### src/rtl/stopwatch_pkg.sv
// Shared definitions for the stopwatch controller and the BCD counter it drives.
package stopwatch_pkg;

    typedef enum logic [1:0] {
        RUN    = 2'b00,
        PAUSE  = 2'b01,
        ADJUST = 2'b10
    } state_e;

    // Adjust field select as seen on adj_sel
    localparam logic SEL_MIN = 1'b0;
    localparam logic SEL_SEC = 1'b1;

    // Counter width for a divisor, never narrower than one bit
    function automatic int unsigned cnt_width(input int unsigned n);
        return (n > 1) ? $clog2(n) : 1;
    endfunction

endpackage

### src/rtl/stopwatch_ctrl_if.sv
// Board-input / counter-enable bundle between the controller and its surroundings.
interface stopwatch_ctrl_if;
    import stopwatch_pkg::*;

    logic   btn_rst;
    logic   btn_pause;
    logic   sw_adj;
    logic   sw_sel;
    logic   clear;
    logic   tick_en;
    logic   adj_en;
    logic   adj_sel;
    state_e mode;
    logic   blink;

    // Board and counter side
    modport master (
        output btn_rst, btn_pause, sw_adj, sw_sel,
        input  clear, tick_en, adj_en, adj_sel, mode, blink
    );

    // Controller side
    modport slave (
        input  btn_rst, btn_pause, sw_adj, sw_sel,
        output clear, tick_en, adj_en, adj_sel, mode, blink
    );

endinterface

### src/rtl/btn_debounce.sv
// Two-flop synchronizer followed by a stability-count debouncer for one raw input.
module btn_debounce
    import stopwatch_pkg::*;
#(
    parameter int unsigned DB_CYCLES = 1_000_000
) (
    input  logic clk,
    input  logic reset,
    input  logic raw,
    output logic level
);

    localparam int unsigned CW = cnt_width(DB_CYCLES);
    localparam logic [CW-1:0] CNT_LAST = CW'(DB_CYCLES - 1);

    logic [1:0]    sync_q;
    logic          level_q;
    logic [CW-1:0] cnt_q;

    // Accept a new level only after it has differed for DB_CYCLES straight cycles
    always_ff @(posedge clk or negedge reset) begin
        if (!reset) begin
            sync_q  <= 2'b00;
            level_q <= 1'b0;
            cnt_q   <= '0;
        end else begin
            sync_q <= {sync_q[0], raw};
            if (sync_q[1] != level_q) begin
                if (cnt_q == CNT_LAST) begin
                    level_q <= sync_q[1];
                    cnt_q   <= '0;
                end else begin
                    cnt_q <= cnt_q + 1'b1;
                end
            end else begin
                cnt_q <= '0;
            end
        end
    end

    assign level = level_q;

endmodule

### src/rtl/stopwatch_ctrl.sv
// RUN/PAUSE/ADJUST sequencer producing single-cycle enables for the stopwatch counter.
module stopwatch_ctrl
    import stopwatch_pkg::*;
#(
    parameter int unsigned TICK_DIV  = 100_000_000,
    parameter int unsigned ADJ_DIV   = 50_000_000,
    parameter int unsigned BLINK_DIV = 25_000_000,
    parameter int unsigned DB_CYCLES = 1_000_000
) (
    input logic             clk,
    input logic             reset,
    stopwatch_ctrl_if.slave bus
);

    localparam int unsigned TW = cnt_width(TICK_DIV);
    localparam int unsigned AW = cnt_width(ADJ_DIV);
    localparam int unsigned BW = cnt_width(BLINK_DIV);
    localparam logic [TW-1:0] TICK_LAST  = TW'(TICK_DIV - 1);
    localparam logic [AW-1:0] ADJ_LAST   = AW'(ADJ_DIV - 1);
    localparam logic [BW-1:0] BLINK_LAST = BW'(BLINK_DIV - 1);

    logic db_rst, db_pause, db_adj, db_sel;
    logic rst_prev_q, pause_prev_q;
    logic rst_press, pause_press;

    state_e        state_q;
    logic [TW-1:0] tick_div_q;
    logic [AW-1:0] adj_div_q;
    logic [BW-1:0] blink_div_q;
    logic          clear_q, tick_en_q, adj_en_q, adj_sel_q, blink_q;

    btn_debounce #(.DB_CYCLES(DB_CYCLES)) u_db_rst (
        .clk(clk), .reset(reset), .raw(bus.btn_rst), .level(db_rst)
    );
    btn_debounce #(.DB_CYCLES(DB_CYCLES)) u_db_pause (
        .clk(clk), .reset(reset), .raw(bus.btn_pause), .level(db_pause)
    );
    btn_debounce #(.DB_CYCLES(DB_CYCLES)) u_db_adj (
        .clk(clk), .reset(reset), .raw(bus.sw_adj), .level(db_adj)
    );
    btn_debounce #(.DB_CYCLES(DB_CYCLES)) u_db_sel (
        .clk(clk), .reset(reset), .raw(bus.sw_sel), .level(db_sel)
    );

    // Previous debounced button levels for rising-edge press detection
    always_ff @(posedge clk or negedge reset) begin
        if (!reset) begin
            rst_prev_q   <= 1'b0;
            pause_prev_q <= 1'b0;
        end else begin
            rst_prev_q   <= db_rst;
            pause_prev_q <= db_pause;
        end
    end

    assign rst_press   = db_rst & ~rst_prev_q;
    assign pause_press = db_pause & ~pause_prev_q;

    // State machine, dividers and registered outputs; clear beats sw_adj beats btn_pause
    always_ff @(posedge clk or negedge reset) begin
        if (!reset) begin
            state_q     <= PAUSE;
            tick_div_q  <= '0;
            adj_div_q   <= '0;
            blink_div_q <= '0;
            clear_q     <= 1'b0;
            tick_en_q   <= 1'b0;
            adj_en_q    <= 1'b0;
            adj_sel_q   <= SEL_MIN;
            blink_q     <= 1'b0;
        end else begin
            clear_q   <= rst_press;
            tick_en_q <= 1'b0;
            adj_en_q  <= 1'b0;
            adj_sel_q <= db_sel;
            if (rst_press) begin
                tick_div_q <= '0;
                adj_div_q  <= '0;
            end
            case (state_q)
                RUN, PAUSE: begin
                    if (db_adj) begin
                        // Entry wins over a coincident pause press, which is dropped
                        state_q     <= ADJUST;
                        tick_div_q  <= '0;
                        adj_div_q   <= '0;
                        blink_div_q <= '0;
                        blink_q     <= 1'b0;
                    end else begin
                        // PAUSE leaves the tick divider alone to keep the partial second
                        if (state_q == RUN && !rst_press) begin
                            if (tick_div_q == TICK_LAST) begin
                                tick_en_q  <= 1'b1;
                                tick_div_q <= '0;
                            end else begin
                                tick_div_q <= tick_div_q + 1'b1;
                            end
                        end
                        if (pause_press) begin
                            state_q <= (state_q == RUN) ? PAUSE : RUN;
                        end
                    end
                end
                ADJUST: begin
                    if (!db_adj) begin
                        state_q     <= PAUSE;
                        blink_q     <= 1'b0;
                        blink_div_q <= '0;
                    end else begin
                        if (!rst_press) begin
                            if (adj_div_q == ADJ_LAST) begin
                                adj_en_q  <= 1'b1;
                                adj_div_q <= '0;
                            end else begin
                                adj_div_q <= adj_div_q + 1'b1;
                            end
                        end
                        if (blink_div_q == BLINK_LAST) begin
                            blink_q     <= ~blink_q;
                            blink_div_q <= '0;
                        end else begin
                            blink_div_q <= blink_div_q + 1'b1;
                        end
                    end
                end
                default: state_q <= PAUSE;
            endcase
        end
    end

    assign bus.clear   = clear_q;
    assign bus.tick_en = tick_en_q;
    assign bus.adj_en  = adj_en_q;
    assign bus.adj_sel = adj_sel_q;
    assign bus.mode    = state_q;
    assign bus.blink   = blink_q;

endmodule

### src/flat_wrapper.sv
// flat-port wrapper written by rule: the top's interface ports become plain ports
module stopwatch_ctrl_flat import stopwatch_pkg::*;
#(
    parameter int unsigned TICK_DIV  = 100_000_000,
    parameter int unsigned ADJ_DIV   = 50_000_000,
    parameter int unsigned BLINK_DIV = 25_000_000,
    parameter int unsigned DB_CYCLES = 1_000_000
)
  (clk, reset, bus_btn_rst, bus_btn_pause, bus_sw_adj, bus_sw_sel, bus_clear, bus_tick_en, bus_adj_en, bus_adj_sel, bus_mode, bus_blink);
  stopwatch_ctrl_if bus_i ();
  input logic clk;
  input logic reset;
  input wire logic [$bits(bus_i.btn_rst)-1:0] bus_btn_rst;
  input wire logic [$bits(bus_i.btn_pause)-1:0] bus_btn_pause;
  input wire logic [$bits(bus_i.sw_adj)-1:0] bus_sw_adj;
  input wire logic [$bits(bus_i.sw_sel)-1:0] bus_sw_sel;
  output wire logic [$bits(bus_i.clear)-1:0] bus_clear;
  output wire logic [$bits(bus_i.tick_en)-1:0] bus_tick_en;
  output wire logic [$bits(bus_i.adj_en)-1:0] bus_adj_en;
  output wire logic [$bits(bus_i.adj_sel)-1:0] bus_adj_sel;
  output wire logic [$bits(bus_i.mode)-1:0] bus_mode;
  output wire logic [$bits(bus_i.blink)-1:0] bus_blink;
  assign bus_i.btn_rst = bus_btn_rst;
  assign bus_i.btn_pause = bus_btn_pause;
  assign bus_i.sw_adj = bus_sw_adj;
  assign bus_i.sw_sel = bus_sw_sel;
  assign bus_clear = bus_i.clear;
  assign bus_tick_en = bus_i.tick_en;
  assign bus_adj_en = bus_i.adj_en;
  assign bus_adj_sel = bus_i.adj_sel;
  assign bus_mode = bus_i.mode;
  assign bus_blink = bus_i.blink;
  stopwatch_ctrl #(.TICK_DIV(TICK_DIV), .ADJ_DIV(ADJ_DIV), .BLINK_DIV(BLINK_DIV), .DB_CYCLES(DB_CYCLES)) u_core (.clk(clk), .reset(reset), .bus(bus_i));
endmodule
### config.mk
export PLATFORM = sky130hd
export DESIGN_NAME = stopwatch_ctrl_flat
export DESIGN_NICKNAME = d
export VERILOG_FILES = /design/src/rtl/stopwatch_pkg.sv /design/src/rtl/stopwatch_ctrl_if.sv /design/src/rtl/btn_debounce.sv /design/src/rtl/stopwatch_ctrl.sv /design/src/flat_wrapper.sv
export SDC_FILE = /design/constraint.sdc
export NUM_CORES = 1
export LEC_CHECK = 0
export ABC_AREA = 1
export BUFFER_PORTS_ARGS = -buffer_cell sky130_fd_sc_hd__buf_2
export CAP_MARGIN = 25
export CELL_PAD_IN_SITES_DETAIL_PLACEMENT = 1
export CELL_PAD_IN_SITES_GLOBAL_PLACEMENT = 1
export CORE_MARGIN = 2
export CORE_UTILIZATION = 50
export CTS_CLUSTER_SIZE = 20
export DETAILED_ROUTE_END_ITERATION = 10
export HOLD_SLACK_MARGIN = 0.15
export PLACE_DENSITY = 0.89
export SETUP_SLACK_MARGIN = 0.02
export SYNTH_ARGS = -nofsm -noshare
export SYNTH_HDL_FRONTEND = slang
export SYNTH_HIERARCHICAL = 1
export SYNTH_SLANG_ARGS = --single-unit
### constraint.sdc
create_clock -name clk -period 2.8 [get_ports clk]
set_clock_uncertainty 0.15 [all_clocks]
set_input_delay 0.42 -clock clk [delete_from_list [all_inputs] [get_ports clk]]
set_output_delay 0.42 -clock clk [all_outputs]
set_load 0.005 [all_outputs]
==> metrics.csv <==
metric;value;unit
via_per_inst;5.64;
drive_gt1_frac;0.131;
worstMarginPinSlew;0.641;ns
syn_area;11200;µm²
ys.flop_type;dfrtp_1;
endpoint_kind;flop;
finalHoldViolCount;0;
power.density;424;nW/µm²
fmax;428;MHz
outcome;completed;
rsz0062_at_grt;false;
netlist_top_cells_count;nand2_1 (362), nor2_1 (248), dfrtp_1 (178);
antenna_found_initial;0;
routedWlPerCell;17.8;µm
clock_latency;0.43;ns
grt-ovfl-total;0;
die_h;154;µm
clk_pin_slew_worst_paths;0.07;ns
synth_async_sr_flop_share;1.00;
final_nets;1578;
met3_usage;0.0417;
holdBufCountCts;5;
yosys_warnings;6;
critical_path_class;flop to flop;
power_leakage;5.41;nW
cts.htree.levels;4;
cp.required;2.94;ns
fillerInstances;2829;
dieArea;23700;µm²
cts_buffers;17;
hold_class;flop to flop;
met2_usage;0.516;
synthCells;1538;
fin_ws;0.466;ns
netlist_top_cells_area;dfrtp_1 (40%), nand2_1 (12%), nor2_1 (8.3%);
grt_pass1_vias;11100;
multi_input_area;5990;µm²
grt_pass1_wl;55.7;mm
crit_path_max_fanout;7;
synth_nets;1551;
arrival;2.48;ns
start_util;0.512;
num_rows;54;
fin_crit_sh;0.834;
via_count;10500;
timing.slew.headroom;0.573;
io_pins;13;
avgSynthCellArea;7.31;µm²
layout.area.seq;4480;µm²
grt_max_degree;70;
dpl_cell_area;11600;µm²
post_cts_resized;0;
power.total;5.21;mW
maxCapViolations;0;
worstSetupStartpointType;flop;
grt.busiest_layer;met2;
core;22000;µm²
ys_seq_area_frac;0.399;
drt_iter0_markers;542;
track_usage;0.290;
ant_nets;0;
yosysTopAreaCell;dfrtp_1;
fin_setup_tns;0;ns
drt-pass1-iter-count;5;
area.growth.synth_to_final;9.18;%
yosysTopAreaCellShare;0.396;
cts-root-buf;clkbuf_16;
finalSetupViolCount;0;
cts.path.max_buffers;2;
post-place-ws;0.555;ns
grt.met1_usage;0.370;
routed_wl;33.0;mm
drc;0;
die_w;154;µm
yosysMostFrequentCell;nand2_1;
portBuffers;12;
max-vdd-ir-drop;0.365;mV
antennaDiodeCount;0;
gp_congestion;0.944;
place_hpwl;24.4;mm
synth_seq_cells;179;
ys_types;48;
post_cts_buffers;0;
cts.sinks;179;
synth_edf_count;0;
stdcell_area;12300;µm²
fin_crit;2.33;ns
cts_tree;done;
drv_slew;0;
critical path: stages, from the launching register on:
cell and delay (ns):
dfrtp_1 0.47, ha_1 0.36, nand3_4 0.18, nor2_4 0.20, nand2_1 0.11, o21ai_0 0.18
nand3_1 0.10, o21ai_0 0.15, nand2_1 0.11, o21ai_0 0.19
cells by family (layout without fill, tap and decap cells):
group / Yosys count / in the layout / synth area share
buf+inv: 191 / 231 / 0.0683
compound gates: 106 / 106 / 0.0523
xor+xnor: 67 / 67 / 0.0549
fa+ha+maj: 7 / 7 / 0.00779
simple gates: 988 / 988 / 0.418
flops: 179 / 179 / 0.399
registers in the layout, summed over array words and instances (netlist names), 2 cells and up:
register and flops:
u_core/u_db_rst/sync_q 2, u_core/bus.mode 2, u_core/blink_div_q 25, u_core/u_db_pause/sync_q 2
u_core/u_db_adj/sync_q 2, u_core/u_db_adj/cnt_q 20, u_core/u_db_sel/cnt_q 20, u_core/u_db_pause/cnt_q 20
u_core/u_db_sel/sync_q 2, u_core/adj_div_q 26, u_core/u_db_rst/cnt_q 20, u_core/tick_div_q 27
report_power, final:
part           internal, mW  switching, mW  total, mW
Combinational        0.0348          0.101      0.136
Clock                  1.35           1.10       2.45
Sequential             2.60         0.0157       2.62
Total                  3.99           1.22       5.21
path summary, 6_finish.rpt:
check                                                         start                             endpoint  depth (start not counted)  slack [ns]
worst max-delay path                 u_core/tick_div_q[0]$_DFF_PN0_      u_core/tick_div_q[12]$_DFF_PN0_                          9        0.47
worst min-delay path            u_core/u_db_adj/sync_q[0]$_DFF_PN0_  u_core/u_db_adj/sync_q[1]$_DFF_PN0_                          0        0.20
worst max register to register       u_core/tick_div_q[0]$_DFF_PN0_      u_core/tick_div_q[12]$_DFF_PN0_                          9        0.47
worst min register to register  u_core/u_db_adj/sync_q[0]$_DFF_PN0_  u_core/u_db_adj/sync_q[1]$_DFF_PN0_                          0        0.20
max in group asynchronous                                     reset   u_core/blink_div_q[19]$_DFFE_PN0P_                          3        1.37
min in group asynchronous                                     reset  u_core/u_db_sel/cnt_q[12]$_DFF_PN0_                          2        0.41
cells in the final DEF (no fill, tap or decap), drive strengths merged, types with 3 or more instances in the layout:
cell / count
xor2: 54
nand3b: 5
o22ai: 12
o21bai: 3
nand4: 49
nand3: 162
nor3b: 8
clkinv: 6
dfrtp: 178
ha: 7
buf: 22
nor3: 37
nand2: 398
nor2: 317
dlygate4sd3: 5
o21ai: 65
o31ai: 3
a21oi: 17
clkbuf: 20
xnor2: 13
or2: 7
inv: 174
per-stage QoR:
stage | hold WS, ns | utilization | cells
finish | 0.201 | 0.559 | 1858
global route | 0.219 | 0.559 | 1858
CTS | 0.203 | 0.559 | 1858
detailed placement | 0.189 | 0.530 | 1821
global placement | 0.184 | 0.530 | 1821
floorplan | -0.0256 | - | 1538
cell type report:
type	count	area share
clock inverter	13	0.0121
timing repair buffer	28	0.0174
multi-input combinational	1168	0.488
inverter	171	0.0525
tap	280	0.0285
clock buffer	19	0.0361
sequential	179	0.365
per-layer routing:
metal | part of all wire | vias up
li1 | - | 4983
met1 | 0.44 | 5237
met2 | 0.50 | 214
met3 | 0.037 | 52
met4 | 0.018 | 0
met5 | 0 | -
Power figures use the tool's default switching activity.
